[config.mk]
export PLATFORM = sky130hd
export DESIGN_NAME = regfile_mp_flat
export DESIGN_NICKNAME = d
export VERILOG_FILES = /design/src/rtl/regfile_pkg.sv /design/src/rtl/regfile_mp_if.sv /design/src/rtl/regfile_sb.sv /design/src/rtl/regfile_mp.sv /design/src/flat_wrapper.sv
export SDC_FILE = /design/constraint.sdc
export NUM_CORES = 2
export LEC_CHECK = 0
export ABC_AREA = 1
export BUFFER_PORTS_ARGS = -buffer_cell sky130_fd_sc_hd__buf_2
export CELL_PAD_IN_SITES_DETAIL_PLACEMENT = 1
export CELL_PAD_IN_SITES_GLOBAL_PLACEMENT = 1
export CORE_MARGIN = 1.5
export CORE_UTILIZATION = 45
export CTS_CLUSTER_SIZE = 16
export DETAILED_ROUTE_END_ITERATION = 8
export PLACE_DENSITY_LB_ADDON = 0.1
export SKIP_LAST_GASP = 1
export SYNTH_ARGS = -nofsm -noshare
export SYNTH_HDL_FRONTEND = slang
export SYNTH_SLANG_ARGS = --single-unit
[constraint.sdc]
create_clock -name clk -period 1.4 [get_ports clk]
set_input_delay 0.07 -clock clk [delete_from_list [all_inputs] [get_ports clk]]
set_output_delay 0.07 -clock clk [all_outputs]
set_load 0.1 [all_outputs]
[src/rtl/regfile_pkg.sv]
// Shared register-file definitions for the core datapath.
// Holds the default sizing constants, core-wide address/data types and the
// architectural zero-register index.
package regfile_pkg;

    localparam int unsigned XLEN_DEF  = 32;
    localparam int unsigned NREGS_DEF = 32;

    typedef logic [4:0]  reg_addr_t;
    typedef logic [31:0] xlen_t;

    localparam int unsigned REG_ZERO = 0;

endpackage

[src/rtl/regfile_mp_if.sv]
// Decode/writeback bus for the multi-port register file.
//   ra        : NRD read addresses
//   rd        : NRD read data
//   rd_busy   : NRD scoreboard busy bits for the read addresses
//   we/wa/wd  : NWR write enables, addresses and data
//   iss_valid : an instruction issues that will write iss_rd
//   iss_rd    : destination of the issuing instruction
// master drives requests (decode + writeback), slave is the register file.
interface regfile_mp_if #(
    parameter int unsigned XLEN  = 32,
    parameter int unsigned NREGS = 32,
    parameter int unsigned NRD   = 2,
    parameter int unsigned NWR   = 1
);
    localparam int unsigned AW = $clog2(NREGS);

    logic [NRD-1:0][AW-1:0]   ra;
    logic [NRD-1:0][XLEN-1:0] rd;
    logic [NRD-1:0]           rd_busy;
    logic [NWR-1:0]           we;
    logic [NWR-1:0][AW-1:0]   wa;
    logic [NWR-1:0][XLEN-1:0] wd;
    logic                     iss_valid;
    logic [AW-1:0]            iss_rd;

    modport master (
        output ra, we, wa, wd, iss_valid, iss_rd,
        input  rd, rd_busy
    );

    modport slave (
        input  ra, we, wa, wd, iss_valid, iss_rd,
        output rd, rd_busy
    );

endinterface

[src/rtl/regfile_sb.sv]
// Busy-bit scoreboard for RAW hazard detection.
//   clk, reset  : clock, synchronous active-high reset
//   set_valid_i : mark set_addr_i busy on this edge
//   set_addr_i  : register being claimed by an issuing instruction
//   clr_en_i    : per write port, clear clr_addr_i busy on this edge
//   clr_addr_i  : per write port, register being written back
//   busy_o      : busy vector, bit 0 always 0
// A set and a clear of the same register in one cycle leaves it busy: the
// newly issued producer owns the register.
module regfile_sb
    import regfile_pkg::*;
#(
    parameter int unsigned NREGS = NREGS_DEF,
    parameter int unsigned NWR   = 1,
    localparam int unsigned AW   = $clog2(NREGS)
) (
    input  logic                   clk,
    input  logic                   reset,
    input  logic                   set_valid_i,
    input  logic [AW-1:0]          set_addr_i,
    input  logic [NWR-1:0]         clr_en_i,
    input  logic [NWR-1:0][AW-1:0] clr_addr_i,
    output logic [NREGS-1:0]       busy_o
);

    logic [NREGS-1:0] busy_q;
    logic [NREGS-1:0] busy_d;

    always_comb begin
        busy_d = busy_q;
        for (int unsigned k = 0; k < NWR; k++) begin
            if (clr_en_i[k]) begin
                busy_d[clr_addr_i[k]] = 1'b0;
            end
        end
        // Set applied after clears so it takes priority.
        if (set_valid_i && set_addr_i != AW'(REG_ZERO)) begin
            busy_d[set_addr_i] = 1'b1;
        end
        busy_d[REG_ZERO] = 1'b0;
    end

    always_ff @(posedge clk) begin
        if (reset) begin
            busy_q <= '0;
        end else begin
            busy_q <= busy_d;
        end
    end

    assign busy_o = busy_q;

endmodule

[src/rtl/regfile_mp.sv]
// Multi-read, multi-write integer register file with busy scoreboard.
//   clk, reset : clock, synchronous active-high reset
//   bus        : regfile_mp_if slave (reads, writes, issue)
// Reads are combinational. Writes land on the rising edge; with BYPASS=1 a
// read of an address being written this cycle returns the write data and
// masks its busy bit. Register 0 reads 0, is never busy, has no storage.
module regfile_mp
    import regfile_pkg::*;
#(
    parameter int unsigned XLEN   = XLEN_DEF,
    parameter int unsigned NREGS  = NREGS_DEF,
    parameter int unsigned NRD    = 2,
    parameter int unsigned NWR    = 1,
    parameter int unsigned BYPASS = 1,
    localparam int unsigned AW    = $clog2(NREGS)
) (
    input logic         clk,
    input logic         reset,
    regfile_mp_if.slave bus
);

    logic [XLEN-1:0]  mem_q    [NREGS-1:1];
    logic [XLEN-1:0]  mem_d    [NREGS-1:1];
    logic [XLEN-1:0]  mem_view [NREGS];
    logic [NREGS-1:0] busy;

    // Ports are scanned low to high so the highest-indexed write wins.
    always_comb begin
        for (int unsigned r = 1; r < NREGS; r++) begin
            mem_d[r] = mem_q[r];
            for (int unsigned k = 0; k < NWR; k++) begin
                if (bus.we[k] && bus.wa[k] == AW'(r)) begin
                    mem_d[r] = bus.wd[k];
                end
            end
        end
    end

    always_ff @(posedge clk) begin
        if (reset) begin
            for (int unsigned r = 1; r < NREGS; r++) begin
                mem_q[r] <= '0;
            end
        end else begin
            for (int unsigned r = 1; r < NREGS; r++) begin
                mem_q[r] <= mem_d[r];
            end
        end
    end

    always_comb begin
        mem_view[REG_ZERO] = '0;
        for (int unsigned r = 1; r < NREGS; r++) begin
            mem_view[r] = mem_q[r];
        end
    end

    regfile_sb #(
        .NREGS (NREGS),
        .NWR   (NWR)
    ) u_sb (
        .clk         (clk),
        .reset       (reset),
        .set_valid_i (bus.iss_valid),
        .set_addr_i  (bus.iss_rd),
        .clr_en_i    (bus.we),
        .clr_addr_i  (bus.wa),
        .busy_o      (busy)
    );

    for (genvar i = 0; i < NRD; i++) begin : g_rd
        logic [XLEN-1:0] rd_val;
        logic            hit;

        always_comb begin
            hit    = 1'b0;
            rd_val = mem_view[bus.ra[i]];
            if (BYPASS != 0 && bus.ra[i] != AW'(REG_ZERO)) begin
                for (int unsigned k = 0; k < NWR; k++) begin
                    if (bus.we[k] && bus.wa[k] == bus.ra[i]) begin
                        hit    = 1'b1;
                        rd_val = bus.wd[k];
                    end
                end
            end
        end

        assign bus.rd[i]      = rd_val;
        // A forwarded value satisfies the hazard, so decode need not stall.
        assign bus.rd_busy[i] = busy[bus.ra[i]] & ~hit;
    end

endmodule

[src/flat_wrapper.sv]
// flat-port wrapper written by rule: the top's interface ports become plain ports
module regfile_mp_flat import regfile_pkg::*;
#(
    parameter int unsigned XLEN   = XLEN_DEF,
    parameter int unsigned NREGS  = NREGS_DEF,
    parameter int unsigned NRD    = 2,
    parameter int unsigned NWR    = 1,
    parameter int unsigned BYPASS = 1,
    localparam int unsigned AW    = $clog2(NREGS)
)
  (clk, reset, bus_ra, bus_we, bus_wa, bus_wd, bus_iss_valid, bus_iss_rd, bus_rd, bus_rd_busy);
  regfile_mp_if #(.XLEN(XLEN), .NREGS(NREGS), .NRD(NRD), .NWR(NWR)) bus_i ();
  input logic clk;
  input logic reset;
  input wire logic [$bits(bus_i.ra)-1:0] bus_ra;
  input wire logic [$bits(bus_i.we)-1:0] bus_we;
  input wire logic [$bits(bus_i.wa)-1:0] bus_wa;
  input wire logic [$bits(bus_i.wd)-1:0] bus_wd;
  input wire logic [$bits(bus_i.iss_valid)-1:0] bus_iss_valid;
  input wire logic [$bits(bus_i.iss_rd)-1:0] bus_iss_rd;
  output wire logic [$bits(bus_i.rd)-1:0] bus_rd;
  output wire logic [$bits(bus_i.rd_busy)-1:0] bus_rd_busy;
  assign bus_i.ra = bus_ra;
  assign bus_i.we = bus_we;
  assign bus_i.wa = bus_wa;
  assign bus_i.wd = bus_wd;
  assign bus_i.iss_valid = bus_iss_valid;
  assign bus_i.iss_rd = bus_iss_rd;
  assign bus_rd = bus_i.rd;
  assign bus_rd_busy = bus_i.rd_busy;
  regfile_mp #(.XLEN(XLEN), .NREGS(NREGS), .NRD(NRD), .NWR(NWR), .BYPASS(BYPASS)) u_core (.clk(clk), .reset(reset), .bus(bus_i));
endmodule
==> flow_summary.toml, run 1 <==
[placement]
io_buffers = 121
dp_hpwl_um = 202000
dp.cells = 11800
gp_congestion = 0.940
dp_slack_ns = -0.818

[synthesis]
yosysSeqAreaShare_pct = 34.5
synth_area_um2 = 59300
synthCells = 9405
synth_seq_cells = 1023
yosys_warnings = 0
avgSynthCellArea_um2 = 6.31
syn_nets = 9461
synth_cell_type_count = 27

[global_route]
grt_max_degree = 81
antenna_found_initial = 33
grt.total_usage_pct = 87.1
overflow = 881

[status]
firstError = "[ERROR GRT-0232] Routing congestion too high. Check the congestion heatmap in the GUI."
status = "aborted with a tool error"
failing_step = "global routing"

[clock_network]
htree_levels = 3
numClockSinks = 1023
clock-root-buffer = "clkbuf_16"
clockBufferDepth = 3
cts_inserted_buffers = 121

[timing]
endpoint_type = "top-level output"
grt-worst-endpoint = "bus_rd_busy[0]"

[floorplan]
rows = 133
die_h_um = 366
start_util_pct = 45.2
chipWidth_um = 366
ios = 122
Yosys cell counts (all sizes together):
cell	n	area [um^2]
nand2	2309	8670
nand3	1879	9400
nor2	1135	4270
inv	1026	3850
dfxtp	1023	20500
a211oi	944	7320
buf	539	2910
clkbuf	368	1410
a21oi	118	594
nor3	22	125
o211ai	17	128
o21ai	9	45.0
or2	6	37.5
nand4	3	18.8
xor2	3	26.3
o22ai	2	12.5
clkinv	1	3.75
nor4	1	12.5
kinds of logic after synthesis:
group | Yosys count | share of synthesized area (%)
AND/OR/NAND/NOR | 5355 | 38.0
buffers and inverters | 1934 | 13.8
flip-flops | 1023 | 34.5
AO/OA/AOI/OAI | 1090 | 13.7
XOR/XNOR | 3 | 0.0443
what timing repair did:
item / in CTS
hold endpoints to repair: 993
pin swaps: 508
gates resized for setup: 1099
setup buffers: 10
endpoints found under the setup margin: 66
hold buffers: 61
per-layer routing:
layer / GRT usage (%) / GRT overflow
met5: 49.6 / 1
met1: 86.7 / 10
met2: 98.3 / 443
met3: 75.3 / 38
met4: 91.4 / 389
per-stage QoR:
step	cell area, um^2	hold slack, ns	setup TNS (ns)
after CTS	82100	0.0248	-49.70
after floorplan	60300	0.271	-1.86
after global placement	73700	0.383	-191.96
after detailed placement	73700	0.416	-283.97
==> inputs of run 2 (changes only) <==
--- a/config.mk
+++ b/config.mk
@@ -7,13 +7,10 @@
 export LEC_CHECK = 0
 export ABC_AREA = 1
 export BUFFER_PORTS_ARGS = -buffer_cell sky130_fd_sc_hd__buf_2
-export CELL_PAD_IN_SITES_DETAIL_PLACEMENT = 1
-export CELL_PAD_IN_SITES_GLOBAL_PLACEMENT = 1
 export CORE_MARGIN = 1.5
-export CORE_UTILIZATION = 45
-export CTS_CLUSTER_SIZE = 16
+export CORE_UTILIZATION = 40
 export DETAILED_ROUTE_END_ITERATION = 8
-export PLACE_DENSITY_LB_ADDON = 0.1
+export PLACE_DENSITY_LB_ADDON = 0.15
 export SKIP_LAST_GASP = 1
 export SYNTH_ARGS = -nofsm -noshare
 export SYNTH_HDL_FRONTEND = slang
==> run 2 against run 1 <==
The flow now finishes, with violations (setup timing). Synthesized cell count stayed put. Area after synthesis did not move.
==> flow_summary.toml, run 2 <==
[status]
status = "finished, violations left"
violations = "setup timing"

[synthesis]
yosysTopAreaCell = "dfxtp_1"
yosysMostFrequentCell = "nand2_1"
synth_area_um2 = 59300
synth_seq_cells = 1023
synthCells = 9405
synth_edf_count = 0
avgSynthCellArea_um2 = 6.31
synth_area_leaders = "dfxtp_1 (35%), nand3_1 (16%), nand2_1 (15%), a211oi_1 (11%), nor2_1 (7.2%)"
yosys_warnings = 0
synthArstFlopShare_pct = 0
synth_cell_type_count = 27
synthFlopType = "dfxtp_1"
yosysSeqAreaShare_pct = 34.5
syn_nets = 9461
synth_common_cells = "nand2_1 (2,309), nand3_1 (1,879), nor2_1 (1,132)"
netlist.area_leader.share_pct = 34.5

[setup_path]
cp.arrival_ns = 2.13
cp-end-kind = "primary output"
cp_max_fo = 2
reg2reg_depth = 5
worst_r2r_endpoint = "u_core.mem_q[3][9]$_SDFFE_PP0P_"
timing.rr.start = "u_core.mem_q[3][9]$_SDFFE_PP0P_"
rrSetupSlack_ns = 0.41
required_ns = 1.33
crit_type = "flop to primary output"
setup.worst_path.start_class = "flop"

[floorplan]
coreArea_um2 = 147000
rows = 141
die-area_um2 = 151000
ios = 122
chipWidth_um = 388
start_util_pct = 40.2
die_h_um = 388

[timing]
tns_ns = -45.38
setup_ws_ns = -0.799
hold_ws_ns = 0.0869
fin_crit_sh_pct = 157
slew_headroom_pct = 40.0
fmax_ghz = 0.455
final_max_slew_viol_count = 0
min_period_ns = 2.20
final-setup-viol-count = 66
rsz0062_at_grt = "yes"
worstMarginPinSlew_ns = 0.897
final_hold_viol_count = 0
skew_ns = 0

[pwr]
p_sw_mw = 25.1
p_total_mw = 80.6
leakagePower_nw = 36.4
power_frac_seq_pct = 36.8
ir_drop_mv = 0.986
netSwitchingFraction_pct = 31.2
p_int_mw = 55.5
combPwrFrac_pct = 21.9
p_clk_share_pct = 41.3
powerDensity_nw_per_um2 = 965

[final_layout]
stdcell_area_um2 = 83600
drive_gt1_share_pct = 33.8
area_growth_pct = 40.9
final_common_cell = "nand2_1"
top_register = "u_core.mem_q"
fin_cells = 12100
utilization_pct = 56.7
nNetsFinal = 10100
largest_register_ffs = 992
layout_common_cells = "nand2_1 (1,996), nand3_1 (1,169), nor2_1 (1,119)"

[placement]
placed_cell_area_um2 = 72500
dp.cells = 11800
io_buffers = 121
dp_hpwl_um = 173000
dp_slack_ns = -0.629
gp_congestion = 0.926

[clock_network]
cts_tree = "built"
clock-root-buffer = "clkbuf_16"
clock_latency_ns = 0.75
cts_inserted_buffers = 120
clk_pin_slew_ns = 0.06
numClockSinks = 1023
clockBufferDepth = 3
htree_levels = 3

[drt]
avgViaCountPerCell = 5.70
postRouteAntennaNets = 0
drc = 0
drt_first_iter_violations = 7495
dr.pass1.iters = 8
vias = 68800
wirelength_um = 278000
wire_per_inst_um = 23.1

[min_path]
holdPathStages = 8
hold_path_class = "primary input to flop"
hold_end = "u_core.mem_q[1][129]$_SDFFE_PP0P_"
hold_path.startpoint = "bus_wa[3]"

[global_route]
grt.total_usage_pct = 35.5
overflow = 0
grt_pass1_wl_um = 411000
antenna_found_initial = 13
grt_pass1_vias = 64400
grt_max_degree = 111

[run]
drv_cap = 0
==> run 2: cells by family (layout without fill, tap and decap cells) <==
logic type	after synthesis	in the layout	synth area share, %
DFF	1023	1023	34.5
other	0	2	0
AOI/OAI and AO/OA	1090	1090	13.7
and+or+nand+nor	5355	5355	38.0
xor gates and xnor gates	3	3	0.0443
buffers and inverters	1934	2663	13.8
==> run 2: cell type report <==
cell class / count / area, um^2
diodes: 2 / 5.00
fillers: 13700 / 63900
clock buffers: 174 / 3480
multi-input cells: 6448 / 36400
inverters: 1027 / 3950
repair buffers: 1417 / 15700
clock inverters: 45 / 601
flip-flops and latches: 1023 / 20900
well taps: 1930 / 2410
==> run 2: how the worst max path moves through the flow <==
stage                                      startpoint             end  slack [ns]
global placement                            bus_ra[5]      bus_rd[48]       -0.63
finish               u_core.mem_q[1][48]$_SDFFE_PP0P_      bus_rd[16]       -0.80
global route         u_core.mem_q[1][48]$_SDFFE_PP0P_      bus_rd[16]       -0.88
CTS                 u_core.mem_q[3][208]$_SDFFE_PP0P_      bus_rd[16]       -0.82
detailed placement                          bus_ra[5]      bus_rd[40]       -0.63
floorplan                                   bus_ra[1]  bus_rd_busy[0]       -0.04
==> run 2: repair_timing <==
action                                  in CTS  in global routing
buffers inserted                            22                 17
hold endpoints to repair                  1019                  0
pin swaps                                  452                451
hold buffers                                58                  0
gates cloned                                 0                  0
endpoints found under the setup margin      66                 76
gates resized for setup                   1065                911
==> run 2: routing by layer <==
metal / vias to the layer above / global-route usage (%) / share of wire (%) / wire, um
met5: - / 0 / 0.036 / 99
met4: 16 / 16.9 / 5.6 / 15600
met3: 865 / 7.47 / 10 / 27700
met2: 3598 / 55.7 / 44 / 123000
met1: 32300 / 46.3 / 40 / 112000
li1: 32000 / - / - / -
==> run 2: power groups by stage <==
stage / sequential [mW] / combinational [mW] / clock (mW)
2_1_floorplan: 30.2 / 8.81 / 0
3_3_place_gp: 30.2 / 15.5 / 0
3_5_place_dp: 30.2 / 15.5 / 0
4_1_cts: 29.6 / 16.7 / 33.6
5_1_grt: 29.7 / 18.4 / 34.7
6_report: 29.6 / 17.7 / 33.3
==> run 2: critical path: stages (launching register included) <==
cell     delay (ns)
dfxtp_2        0.31
inv_1          0.04
buf_4          0.13
nand2_1        0.07
nand3_2        0.07
nand3_2        0.09
nand3_2        0.09
nand3_2        0.07
nand3_2        0.10
buf_12         0.15
nand2_8        0.06
buf_12         0.16
Note: power is estimated with default switching activity, not from simulation.
